[src/rtl/chunked_ripple_adder_if.sv]
// Operand/result handshake bundle for the chunked ripple adder.
// master = producer/consumer side, slave = adder side.
interface chunked_ripple_adder_if #(
    parameter int WIDTH = 16
);
    logic             in_valid;
    logic             in_ready;
    logic [WIDTH-1:0] x;
    logic [WIDTH-1:0] y;
    logic             c_i;
    logic             sub;
    logic             out_valid;
    logic             out_ready;
    logic [WIDTH-1:0] s;
    logic             c_o;
    logic             ovf;

    modport master (
        output in_valid, x, y, c_i, sub, out_ready,
        input  in_ready, out_valid, s, c_o, ovf
    );

    modport slave (
        input  in_valid, x, y, c_i, sub, out_ready,
        output in_ready, out_valid, s, c_o, ovf
    );
endinterface

[src/rtl/chunked_ripple_adder.sv]
// Multi-cycle ripple adder/subtractor, one CHUNK slice per cycle; result NCH cycles after accept.
// Accepts only in IDLE; holds the result in DONE until out_ready, no same-cycle re-accept.
module chunked_ripple_adder #(
    parameter int WIDTH = 16,
    parameter int CHUNK = 4
) (
    input  logic                 clk,
    input  logic                 rst,
    chunked_ripple_adder_if.slave bus
);
    localparam int NCH = WIDTH / CHUNK;
    localparam int CW  = (NCH > 1) ? $clog2(NCH) : 1;
    localparam logic [CW-1:0] LAST = CW'(NCH - 1);

    typedef enum logic [1:0] {
        IDLE = 2'd0,
        RUN  = 2'd1,
        DONE = 2'd2
    } state_t;

    state_t           r_state;
    state_t           w_state_nxt;
    logic [WIDTH-1:0] r_x;
    logic [WIDTH-1:0] r_y;
    logic [WIDTH-1:0] r_s;
    logic             r_carry;
    logic             r_c_o;
    logic             r_ovf;
    logic [CW-1:0]    r_cnt;

    logic [CHUNK-1:0] w_xs;
    logic [CHUNK-1:0] w_ys;
    logic [CHUNK:0]   w_sum;
    logic             w_c_msb;
    logic             w_last;
    logic             w_in_ready;
    logic             w_out_valid;

    assign w_xs   = r_x[r_cnt*CHUNK +: CHUNK];
    assign w_ys   = r_y[r_cnt*CHUNK +: CHUNK];
    assign w_sum  = {1'b0, w_xs} + {1'b0, w_ys} + {{CHUNK{1'b0}}, r_carry};
    assign w_last = (r_cnt == LAST);

    // Carry into the slice MSB recovered from its sum bit; works for CHUNK=1 too.
    assign w_c_msb = w_sum[CHUNK-1] ^ w_xs[CHUNK-1] ^ w_ys[CHUNK-1];

    always_ff @(posedge clk) begin
        if (rst) begin
            r_state <= IDLE;
        end else begin
            r_state <= w_state_nxt;
        end
    end

    always_comb begin
        w_state_nxt = r_state;
        w_in_ready  = 1'b0;
        w_out_valid = 1'b0;
        case (r_state)
            IDLE: begin
                w_in_ready = 1'b1;
                if (bus.in_valid) begin
                    w_state_nxt = RUN;
                end
            end
            RUN: begin
                if (w_last) begin
                    w_state_nxt = DONE;
                end
            end
            DONE: begin
                w_out_valid = 1'b1;
                if (bus.out_ready) begin
                    w_state_nxt = IDLE;
                end
            end
            default: begin
                w_state_nxt = IDLE;
            end
        endcase
    end

    always_ff @(posedge clk) begin
        if (rst) begin
            r_x     <= '0;
            r_y     <= '0;
            r_s     <= '0;
            r_carry <= 1'b0;
            r_c_o   <= 1'b0;
            r_ovf   <= 1'b0;
            r_cnt   <= '0;
        end else begin
            case (r_state)
                IDLE: begin
                    if (bus.in_valid) begin
                        r_x     <= bus.x;
                        r_y     <= bus.sub ? ~bus.y : bus.y;
                        r_carry <= bus.sub | bus.c_i;
                        r_cnt   <= '0;
                        r_s     <= '0;
                    end
                end
                RUN: begin
                    r_s[r_cnt*CHUNK +: CHUNK] <= w_sum[CHUNK-1:0];
                    r_carry                   <= w_sum[CHUNK];
                    r_cnt                     <= r_cnt + CW'(1);
                    if (w_last) begin
                        r_c_o <= w_sum[CHUNK];
                        r_ovf <= w_c_msb ^ w_sum[CHUNK];
                    end
                end
                default: begin
                end
            endcase
        end
    end

    assign bus.in_ready  = w_in_ready;
    assign bus.out_valid = w_out_valid;
    assign bus.s         = r_s;
    assign bus.c_o       = r_c_o;
    assign bus.ovf       = r_ovf;
endmodule

[src/flat_wrapper.sv]
// flat-port wrapper written by rule: the top's interface ports become plain ports
module chunked_ripple_adder_flat 
#(
    parameter int WIDTH = 16,
    parameter int CHUNK = 4
)
  (clk, rst, bus_in_valid, bus_x, bus_y, bus_c_i, bus_sub, bus_out_ready, bus_in_ready, bus_out_valid, bus_s, bus_c_o, bus_ovf);
  chunked_ripple_adder_if #(.WIDTH(WIDTH)) bus_i ();
  input  logic clk;
  input  logic rst;
  input wire logic [$bits(bus_i.in_valid)-1:0] bus_in_valid;
  input wire logic [$bits(bus_i.x)-1:0] bus_x;
  input wire logic [$bits(bus_i.y)-1:0] bus_y;
  input wire logic [$bits(bus_i.c_i)-1:0] bus_c_i;
  input wire logic [$bits(bus_i.sub)-1:0] bus_sub;
  input wire logic [$bits(bus_i.out_ready)-1:0] bus_out_ready;
  output wire logic [$bits(bus_i.in_ready)-1:0] bus_in_ready;
  output wire logic [$bits(bus_i.out_valid)-1:0] bus_out_valid;
  output wire logic [$bits(bus_i.s)-1:0] bus_s;
  output wire logic [$bits(bus_i.c_o)-1:0] bus_c_o;
  output wire logic [$bits(bus_i.ovf)-1:0] bus_ovf;
  assign bus_i.in_valid = bus_in_valid;
  assign bus_i.x = bus_x;
  assign bus_i.y = bus_y;
  assign bus_i.c_i = bus_c_i;
  assign bus_i.sub = bus_sub;
  assign bus_i.out_ready = bus_out_ready;
  assign bus_in_ready = bus_i.in_ready;
  assign bus_out_valid = bus_i.out_valid;
  assign bus_s = bus_i.s;
  assign bus_c_o = bus_i.c_o;
  assign bus_ovf = bus_i.ovf;
  chunked_ripple_adder #(.WIDTH(WIDTH), .CHUNK(CHUNK)) u_core (.clk(clk), .rst(rst), .bus(bus_i));
endmodule
[config.mk]
export PLATFORM = sky130hd
export DESIGN_NAME = chunked_ripple_adder_flat
export DESIGN_NICKNAME = d
export VERILOG_FILES = /design/src/rtl/chunked_ripple_adder_if.sv /design/src/rtl/chunked_ripple_adder.sv /design/src/flat_wrapper.sv
export SDC_FILE = /design/constraint.sdc
export NUM_CORES = 1
export LEC_CHECK = 0
export ABC_AREA = 0
export CORE_ASPECT_RATIO = 0.75
export CORE_MARGIN = 4
export CORE_UTILIZATION = 45
export DETAILED_ROUTE_END_ITERATION = 6
export PLACE_DENSITY = 0.76
export SLEW_MARGIN = 20
export SYNTH_ARGS = -nofsm -noshare
export SYNTH_HDL_FRONTEND = slang
export SYNTH_SLANG_ARGS = --single-unit
[constraint.sdc]
create_clock -name clk -period 3.1 [get_ports clk]
set_input_delay 0.62 -clock clk [delete_from_list [all_inputs] [get_ports clk]]
set_output_delay 0.62 -clock clk [all_outputs]
set_load 0.01 [all_outputs]
# After elaboration in Yosys (flattened, before gate mapping)
# Index checks and enable logic that the tools add are counted.
# totals
regBits	55
inputBits	38
wordCells	47
# op_classes
addsub	4
eq_ne	6
shift	4
mux	14
bitwise	5
reduce_logical	6
# op_table
op	n
4-bit negator with 34-bit output	1
4-bit by 34-bit variable shift with 16-bit output (first input constant)	1
4-bit by 34-bit indexed part select with 16-bit output	1
16-bit 2-to-1 mux	2
16-bit case mux with 2 select lines	1
16-bit by 5-bit indexed part select with 4-bit output	2
16-bit bitwise mux	1
16-bit NOT	1
2-bit 2-to-1 mux	4
2-bit case mux with 3 select lines	1
2-bit AND reduction	3
4-bit by 4-bit adder with 5-bit output	1
5-bit by 1-bit adder with 5-bit output	1
2-bit == test (second input constant)	2
2-bit != test (second input constant)	2
2-bit case mux with 2 select lines	1
1-bit 2-to-1 mux	3
3-bit AND reduction	1
1-bit bitwise XOR	3
2-bit by 1-bit adder with 2-bit output (second input constant)	1
2-bit by 1-bit == test with 1-bit output (second input constant)	1
2-bit zero test	1
2-bit by 1-bit != test with 1-bit output (second input constant)	1
1-bit case mux with 2 select lines	1
other kinds (2)	2

# Depth between registers and ports, before layout
# depth
depth_word	6
mapped_depth	9
mapped_depth_nobuf	8

# Worst setup path before layout
# No wires, ideal clock.
# synth_path
path_type	flip-flop to flip-flop
from	register u_core.r_cnt[0]
to	register u_core.r_ovf, in the netlist u_core.bus.ovf
setup_ps	79
t_arrival_ps	2941
setup_slack_ps	80
stages_incl_launch_ff	10
n_path_buf	1
path_cell_list	dfxtp_1 > buf_4 > mux4_2 > fa_1 > fa_1 > a21o_1 > a21oi_1 > xnor3_1 > xnor2_1 > a211oi_2
# synth_between
elab_chain_cells	6
elab_cells_between_ends	9
classes_between	add/sub (2); eq/ne (1); shift (2); bitwise (3); reduce/logical (1)
# synth_lines
element	line_no	rtl
start: declaration	chunked_ripple_adder.sv:29	logic [CW-1:0] r_cnt;
start signal: assignment	chunked_ripple_adder.sv:106	r_cnt <= r_cnt + CW'(1);
16-bit by 5-bit indexed part select with 4-bit output (on tied branches)	chunked_ripple_adder.sv:39, chunked_ripple_adder.sv:40	
4-bit by 4-bit adder with 5-bit output	chunked_ripple_adder.sv:41	assign w_sum = {1'b0, w_xs} + {1'b0, w_ys} + {{CHUNK{1'b0}}, r_carry};
5-bit by 1-bit adder with 5-bit output	chunked_ripple_adder.sv:41	
1-bit bitwise XOR (2 in a row)	chunked_ripple_adder.sv:45	assign w_c_msb = w_sum[CHUNK-1] ^ w_xs[CHUNK-1] ^ w_ys[CHUNK-1];
1-bit bitwise XOR	chunked_ripple_adder.sv:109	r_ovf <= w_c_msb ^ w_sum[CHUNK];
end signal: assignment	chunked_ripple_adder.sv:109	
end: declaration	chunked_ripple_adder.sv:28	logic r_ovf;
# Parallel ways exist; a longest one is shown, timed or not.
# A chain may end at the register's enable or synchronous reset.

# Worst setup path in the final report
# Same ends and word-level chain as after synthesis.

==> flow_summary.toml <==
[floorplanning]
initial_utilization_pct = 46.8
core_area_sq_mm = 0.00538
io_pins = 58
die_w_microns = 94.4
die-area_sq_mm = 0.00687
core.rowCount = 23
die_y_microns = 72.8

[clocking]
hold_buffers = 0
cts_max_level = 2
root_buffer = "clkbuf_8"
cts_setup_buffers = 0
cts_tree = "yes"
cts.sinks = 55
numCtsBuffers = 5
path_clk_slew_ps = 90
clock_latency_ps = 300
clock_path_buffers = 2

[routing]
drt_wl_total_microns = 5400
drt_pass1_iterations = 4
vias = 2003
drcViolationCount = 0
detail-route-antenna-nets = 0
via_per_inst = 5.08
drtIter0Drc = 118
wire_per_inst_microns = 13.7

[sta]
fin_crit_ps = 2930
max_freq_mhz = 341
layout_setup_ws_ps = 169
worstMarginPinSlew_ps = 981
tns_ps = 0
fin_skew_ps = 3.69
fin_crit_sh_pct = 94.5
setup_viol = 0
drv_slew = 0
hold_viol_final = 0
rsz0062_at_grt = "false"
relSlewSlack_pct = 34.6
whs_ps = 457

[min_path]
hold_path_class = "reg -> reg"
holdPathStages = 2
hold_end = "u_core.r_x[3]"
min-delay-start = "u_core.r_x[3]"

[placed_design]
placed_cell_area_sq_mm = 0.00314
dp_slack_ps = 58.3
finalWeightedCongestion = 0.776
hpwl_microns = 4100
numPortBuffers = 57

[finish]
layout_common_cells = "56 x clkdlybuf4s50_1, 54 x dfxtp_1, 41 x nand2_1"
final_common_cell = "clkdlybuf4s50_1"
syn_to_final_growth_pct = 28.0
drive_above_1_share_pct = 8.15
layout.cell_area.non_filler_sq_mm = 0.00322
multi_input_area_sq_mm = 0.00133
n_antenna_cell = 0
nets = 366
regArea_sq_mm = 0.00110
fillCellCount = 471

[grt]
grt_max_degree = 56
first_global_vias = 1892
gr-total-overflow = 0
grt_pass1_wl_microns = 8990
track_usage_pct = 16.6
antenna_found_initial = 0

[yosys]
ys_seq_area_share_pct = 43.7
syn-mean-instance-area_sq_um = 9.39
async_reset_ff_share_pct = 0
synth_edf_count = 0
synth.distinct_cells = 31
yosysWarnings = 0
postSynthNetCount = 315
synthFlopType = "dfxtp_1"
synth_cells = 268
syn_area_sq_mm = 0.00252
ys_seq_elements = 55

[worst_setup_path]
crit_chain = "mux4_2 > fa_1 > fa_1 > a21o_1 > a21oi_2 > xnor3_1 > xnor2_1 > a211oi_2"
cpPeakStageDelay_ps = 530
reg2reg_depth = 8
r2r-start = "u_core.r_cnt[0]"
path_max_fanout = 4
startpoint = "u_core.r_cnt[0]"
crit_slowest_cell = "mux4_2"
path_buf_inv = 0
startpoint_type = "flop"
crit_top_cell = "fa_1"
reg2reg_slack_ps = 170
worstPathRequired_ps = 3320
worstSetupPathType = "reg -> reg"
reg2reg_to = "u_core.bus.ovf"
end_kind = "flop"
cp_top_family = "adder cells"
arrival_ps = 3150

[outcome]
status = "finished clean"

[run]
drv_cap = 0

[pwr]
p_per_area_mw_per_mm2 = 450
ir_drop_mv = 0.259
leakage_nw = 1.18
-- logic make-up after synthesis --
kind of cell	Yosys count	share of synthesized area (%)
AOI/OAI and AO/OA	64	17.1
xor gates and xnor gates	20	7.50
adders and majority gates	9	5.07
buffers and inverters	21	3.73
DFF	55	43.7
muxes	8	7.31
and+or+nand+nor	91	15.5
-- Yosys cell counts (2+ instances only) --
cell type	count	area, sq um
dfxtp_1	55	1100
nand2_1	41	154
nor2_1	37	139
a21oi_1	20	100
a211oi_1	18	135
xnor2_1	18	158
a22oi_1	16	120
clkbuf_1	11	41.3
ha_1	7	87.6
mux4_2	7	158
a21o_1	6	45.0
buf_2	6	30.0
nand2b_1	4	25.0
and2_1	2	12.5
buf_4	2	15.0
fa_1	2	40.0
inv_1	2	7.51
-- worst max-delay path by stage --
stage | slack, ps | cells past startpoint | end
after floorplan | 80 | 9 | u_core.bus.ovf
after global placement | 170 | 8 | u_core.bus.ovf
after detailed placement | 60 | 8 | u_core.bus.ovf
after CTS | 60 | 8 | u_core.bus.ovf
after global routing | 20 | 8 | u_core.bus.ovf
final | 170 | 8 | u_core.bus.ovf
-- timing repair --
item / CTS / global route
resized for setup: 1 / 1
endpoints found under the hold margin: 0 / 0
endpoints found under the setup margin: 1 / 1
-- metrics by stage --
stage               total power [W]  std cells  util, %
floorplan                  0.000981        268        -
global placement            0.00109        387     58.3
detailed placement          0.00109        387     58.3
CTS                         0.00146        394     59.8
global route                0.00152        394     59.9
finish                      0.00145        394     59.9
-- power breakdown --
group,internal (W),leakage [nW],switching (W)
clock network,0.000155,0.0440,0.000215
logic,0.000156,0.687,0.000153
registers,0.000746,0.451,0.0000244
-- registers in the layout, summed over array words and instances (netlist names) --
name,cells
u_core.bus.c_o,1
u_core.bus.ovf,1
u_core.bus.s,16
u_core.r_carry,1
u_core.r_cnt,2
u_core.r_state,2
u_core.r_x,16
u_core.r_y,16
-- worst reg2reg max path, cell delays in order, from the launching register on --
cell and delay [ps]:
dfxtp_2 400, mux4_2 530, fa_1 450, fa_1 420, a21o_1 220, a21oi_2 190
xnor3_1 260, xnor2_1 150, a211oi_2 230
-- layout make-up --
type / count / area share, %
clock inverter: 2 / 0.427
tap: 75 / 2.91
multi-input combinational: 192 / 41.1
timing repair buffer: 63 / 18.9
clock buffer: 5 / 2.14
inverter: 2 / 0.233
sequential: 55 / 34.2
-- layer usage --
layer / global-route usage [%] / up-vias / share of wire [%] / wire length, microns
met5: 0 / - / 0 / 0
li1: - / 1039 / - / -
met2: 24.3 / 38 / 44 / 2400
met1: 24.8 / 919 / 50 / 2720
met3: 4.02 / 7 / 4.2 / 226
met4: 3.53 / 0 / 1.0 / 55
Power figures use the tool's default switching activity.
